**src/rtl/core_store_buffer.sv**
```systemverilog
// Posted-write store buffer between the core data port and the downstream data bus.
// Writes are queued in order and drained at the downstream grant rate; reads pass only when the queue is empty.
module core_store_buffer #(
  parameter int DEPTH = 4,
  parameter int AW    = 32,
  parameter int DW    = 32
) (
  input  logic                       clk,
  input  logic                       rst,
  input  logic                       up_rd_req,
  output logic                       up_rd_gnt,
  input  logic [AW-1:0]              up_rd_addr,
  output logic [DW-1:0]              up_rd_data,
  input  logic                       up_wr_req,
  output logic                       up_wr_gnt,
  input  logic [AW-1:0]              up_wr_addr,
  input  logic [DW-1:0]              up_wr_data,
  input  logic [DW/8-1:0]            up_wr_be,
  output logic                       dn_rd_req,
  input  logic                       dn_rd_gnt,
  output logic [AW-1:0]              dn_rd_addr,
  input  logic [DW-1:0]              dn_rd_data,
  output logic                       dn_wr_req,
  input  logic                       dn_wr_gnt,
  output logic [AW-1:0]              dn_wr_addr,
  output logic [DW-1:0]              dn_wr_data,
  output logic [DW/8-1:0]            dn_wr_be,
  output logic [$clog2(DEPTH):0]     o_count,
  output logic                       o_empty
);

  localparam int PW = $clog2(DEPTH);
  localparam int CW = PW + 1;
  localparam logic [CW-1:0] FULL = CW'(DEPTH);

  // Handshake: a transfer happens in a cycle where req and gnt are both high;
  // read data arrives one cycle after that accepting cycle.

  logic [AW-1:0]   addr_mem [DEPTH];
  logic [DW-1:0]   data_mem [DEPTH];
  logic [DW/8-1:0] be_mem   [DEPTH];

  logic [PW-1:0] wptr;
  logic [PW-1:0] rptr;
  logic [CW-1:0] count;
  logic          enq;
  logic          deq;

  // Grant is based on registered count only, so a full queue refuses a write
  // even when the head drains in the same cycle.
  assign up_wr_gnt = up_wr_req & (count < FULL);
  assign enq       = up_wr_gnt;
  assign dn_wr_req = (count != '0);
  assign deq       = dn_wr_req & dn_wr_gnt;

  assign dn_wr_addr = addr_mem[rptr];
  assign dn_wr_data = data_mem[rptr];
  assign dn_wr_be   = be_mem[rptr];

  // Reads only go out once every earlier write has drained.
  assign dn_rd_req  = up_rd_req & (count == '0);
  assign dn_rd_addr = up_rd_addr;
  assign up_rd_gnt  = dn_rd_req & dn_rd_gnt;
  assign up_rd_data = dn_rd_data;

  assign o_count = count;
  assign o_empty = (count == '0);

  always_ff @(posedge clk) begin
    if (enq) begin
      addr_mem[wptr] <= up_wr_addr;
      data_mem[wptr] <= up_wr_data;
      be_mem[wptr]   <= up_wr_be;
    end
  end

  // Pointers are PW bits wide, so DEPTH being a power of two gives free wrap.
  always_ff @(posedge clk) begin
    if (rst) begin
      wptr  <= '0;
      rptr  <= '0;
      count <= '0;
    end else begin
      if (enq) wptr <= wptr + 1'b1;
      if (deq) rptr <= rptr + 1'b1;
      case ({enq, deq})
        2'b10:   count <= count + 1'b1;
        2'b01:   count <= count - 1'b1;
        default: count <= count;
      endcase
    end
  end

endmodule

```
**config.mk**
```make
export PLATFORM = sky130hd
export DESIGN_NAME = core_store_buffer
export DESIGN_NICKNAME = d
export VERILOG_FILES = /design/src/rtl/core_store_buffer.sv
export SDC_FILE = /design/constraint.sdc
export NUM_CORES = 1
export LEC_CHECK = 0
export CORE_MARGIN = 2
export CORE_UTILIZATION = 44
export CTS_CLUSTER_SIZE = 24
export DETAILED_ROUTE_END_ITERATION = 6
export PLACE_DENSITY = 0.76
export SLEW_MARGIN = 20
export SYNTH_ARGS = -nofsm -noshare
export SYNTH_HDL_FRONTEND = slang
export SYNTH_SLANG_ARGS = --single-unit
```
**constraint.sdc**
```tcl
create_clock -name clk -period 3.13 [get_ports clk]
set_input_delay 0.626 -clock clk [delete_from_list [all_inputs] [get_ports clk]]
set_output_delay 0.626 -clock clk [all_outputs]
set_load 0.01 [all_outputs]
```
==> impl_metrics.py <==
metrics = {
    "outcome": {
        "outcome": "complete, no violations",
    },
    "detailed_routing": {
        "drcViolationCount": 0,
        "via_per_inst": 5.21,
        "wirelength_mm": 19.9,
        "antenna_left": 0,
        "drt_iter0_markers": 228,
        "dr_total_vias": 4839,
        "first_pass_iters": 4,
        "avgRoutedWirePerCell_um": 21.4,
    },
    "global_route": {
        "antenna_found_initial": 1,
        "grt.overflow.total": 0,
        "grt_max_degree": 46,
        "grt_pass1_wl_mm": 30.3,
        "grt_pass1_vias": 5386,
        "grt_use_total_pct": 15.4,
    },
    "clock_tree": {
        "clockBufferDepth": 3,
        "cts_sinks": 281,
        "cts.clk_slew.worst_paths_ns": 0.06,
        "cts_tree": "done",
        "htreeDepth": 1,
        "root_buffer": "clkbuf_16",
        "cts_inserted_buffers": 28,
        "clock_latency_ns": 0.54,
        "hold_buffers": 0,
    },
    "floorplanning": {
        "fp.dieW_um": 161,
        "die_y_um": 161,
        "initial_utilization_pct": 44.6,
        "core-area_mm2": 0.0242,
        "dieArea_mm2": 0.0258,
        "io-pin-count": 278,
        "rows": 57,
    },
    "synthesis": {
        "synth_edf_count": 272,
        "async_flop_share_pct": 0,
        "syn_area_per_cell_um2": 22.8,
        "synth_seq_cells": 281,
        "syn_nets": 618,
        "synth.cell_area_mm2": 0.0108,
        "synthDistinctLibCells": 25,
        "synth_top_area_cell": "edfxtp_1",
        "yosys_most_used_dff": "edfxtp_1",
        "synthCells": 474,
        "ys_seq_area_share_pct": 77.4,
        "yosys_warnings": 0,
        "synth_top_area_share_pct": 75.7,
        "synthTopCellsByArea": "edfxtp_1 (76%), mux4_2 (14%), buf_4 (4.7%), dfxtp_1 (1.7%), ha_1 (0.58%)",
    },
    "min_path": {
        "holdCritPathClass": "flip-flop to flip-flop",
    },
    "worst_setup_path": {
        "cp_max_fo": 19,
        "critPathMaxStageDelay_ns": 0.55,
        "r2r_setup_slack_ns": 1.12,
        "path_depth": 3,
        "crit_slowest_cell": "dfxtp_4",
        "arrival_ns": 2.33,
        "timing.rr.end": "o_count[2]",
        "cp-end-kind": "output pin",
        "path_buf_inv": 2,
        "path_class": "flip-flop to output pin",
        "r2r_cells": 8,
        "r2r-start": "o_count[2]",
        "critical_path_required_ns": 2.50,
        "crit_path_end": "dn_wr_data[9]",
        "path_cells": "buf_4 > mux4_2 > clkdlybuf4s50_1",
        "critPathTopFamily": "buffers and inverters",
        "start_kind": "flip-flop",
    },
    "timing": {
        "tightestPinTransition_ns": 0.626,
        "finalSetupViolCount": 0,
        "finalClockSkew_ns": 0.0259,
        "fin_crit_ns": 2.95,
        "max_freq_mhz": 339,
        "slew_headroom_pct": 58.0,
        "min_period_over_period_pct": 94.3,
        "slew_violations": 0,
        "rsz0062_at_grt": "false",
        "tns_ns": 0,
        "finalHoldViolations": 0,
    },
    "finish": {
        "final_common_cell": "edfxtp_1",
        "drive_above_1_share_pct": 21.2,
        "mostFrequentLayoutCells": "edfxtp_1 (272), clkdlybuf4s50_1 (149), mux4_2 (68)",
        "area_delta_synth_final_pct": 22.0,
        "fin_nets": 731,
        "n_antenna_cell": 0,
    },
    "power_and_ir_drop": {
        "fin_total_pwr_mw": 11.0,
        "p_leak_nw": 4.18,
        "peakVddDrop_mv": 0.497,
        "p_per_area_mw_per_mm2": 834,
    },
    "placed_design": {
        "hpwlAfterDp_mm": 12.1,
        "gp_congestion": 0.726,
        "io_buffer_count": 149,
    },
    "run": {
        "cap_viol_max_count": 0,
    },
}
-- Yosys cell counts (4+ instances only) --
cell / number
and2_1: 5
ha_1: 5
inv_1: 8
buf_2: 4
mux4_2: 68
clkbuf_1: 5
edfxtp_1: 272
nor2_1: 7
dfxtp_1: 9
buf_4: 68
-- cells by family after synthesis --
| group | share of synthesized area, % |
|---|---|
| AO/OA/AOI/OAI | 0.302 |
| XOR/XNOR | 0.325 |
| adder cells (fa/ha/maj) | 0.766 |
| buffers and inverters | 6.07 |
| flip-flops | 77.4 |
| multiplexers | 14.3 |
| AND/OR/NAND/NOR | 0.847 |
-- power breakdown --
| group | switching [mW] | internal (mW) |
|---|---|---|
| Sequential | 0.152 | 4.62 |
| Clock | 1.28 | 1.88 |
| Combinational | 1.31 | 1.73 |
-- routing by layer --
| layer | up-vias | share of wire, % | global-route usage (%) |
|---|---|---|---|
| met5 | - | 0 | 0 |
| met2 | 180 | 52 | 27.3 |
| li1 | 2089 | - | - |
| met1 | 2516 | 39 | 18.7 |
| met4 | 0 | 2.4 | 5.16 |
| met3 | 54 | 6.8 | 3.72 |
-- state kept, by name, indices dropped and copies added, names as in the netlist, named ones only --
signal    cells
addr_mem    128
rptr          2
data_mem    128
o_count       3
be_mem       16
wptr          2
-- per-stage QoR --
step / std cells / worst slack, ns / area, um^2 / hold slack, ns / util (%)
detailed placement: 879 / 0.484 / 12300 / 0.487 / 50.7
CTS: 928 / 0.103 / 13200 / 0.532 / 54.4
global placement: 879 / 0.562 / 12300 / 0.464 / 50.7
finish: 928 / 0.179 / 13200 / 0.531 / 54.4
global route: 928 / 0.0725 / 13200 / 0.554 / 54.4
floorplan: 474 / 0.00232 / 10800 / 0.459 / -
-- worst reg2reg max path, cell delays in order (launching register included) --
cell and delay [ns]:
dfxtp_1 0.44, nor2b_1 0.13, inv_1 0.07, ha_1 0.18, inv_1 0.06, fa_1 0.37
xor2_1 0.16, or3_1 0.33, a21oi_1 0.18
-- final cells by class --
type	instances	area [um^2]
Tap cell	324	405
Inverter	8	30.0
Fill cell	1792	11000
Multi-Input combinational cell	103	1790
Sequential cell	281	8360
Timing Repair Buffer	165	1700
Clock buffer	34	723
Clock inverter	13	150
-- worst min-delay path by stage --
| stage | start | to | slack (ns) | cells past startpoint |
|---|---|---|---|---|
| 6_report | rptr[1] | flip-flop | 0.53 | 2 |
| 5_1_grt | rptr[1] | flip-flop | 0.55 | 2 |
| 4_1_cts | rptr[1] | flip-flop | 0.53 | 2 |
| 3_3_place_gp | rptr[1] | flip-flop | 0.46 | 2 |
| 3_5_place_dp | rptr[1] | flip-flop | 0.49 | 2 |
| 2_1_floorplan | rptr[1] | flip-flop | 0.46 | 2 |
-- timing repair --
item / CTS / global route
gates resized for setup: 1 / 0
endpoints found under the hold margin: 0 / 0
setup endpoints to repair: 18 / 0
setup buffers: 2 / 0
Note: power is estimated with default switching activity, not from simulation.
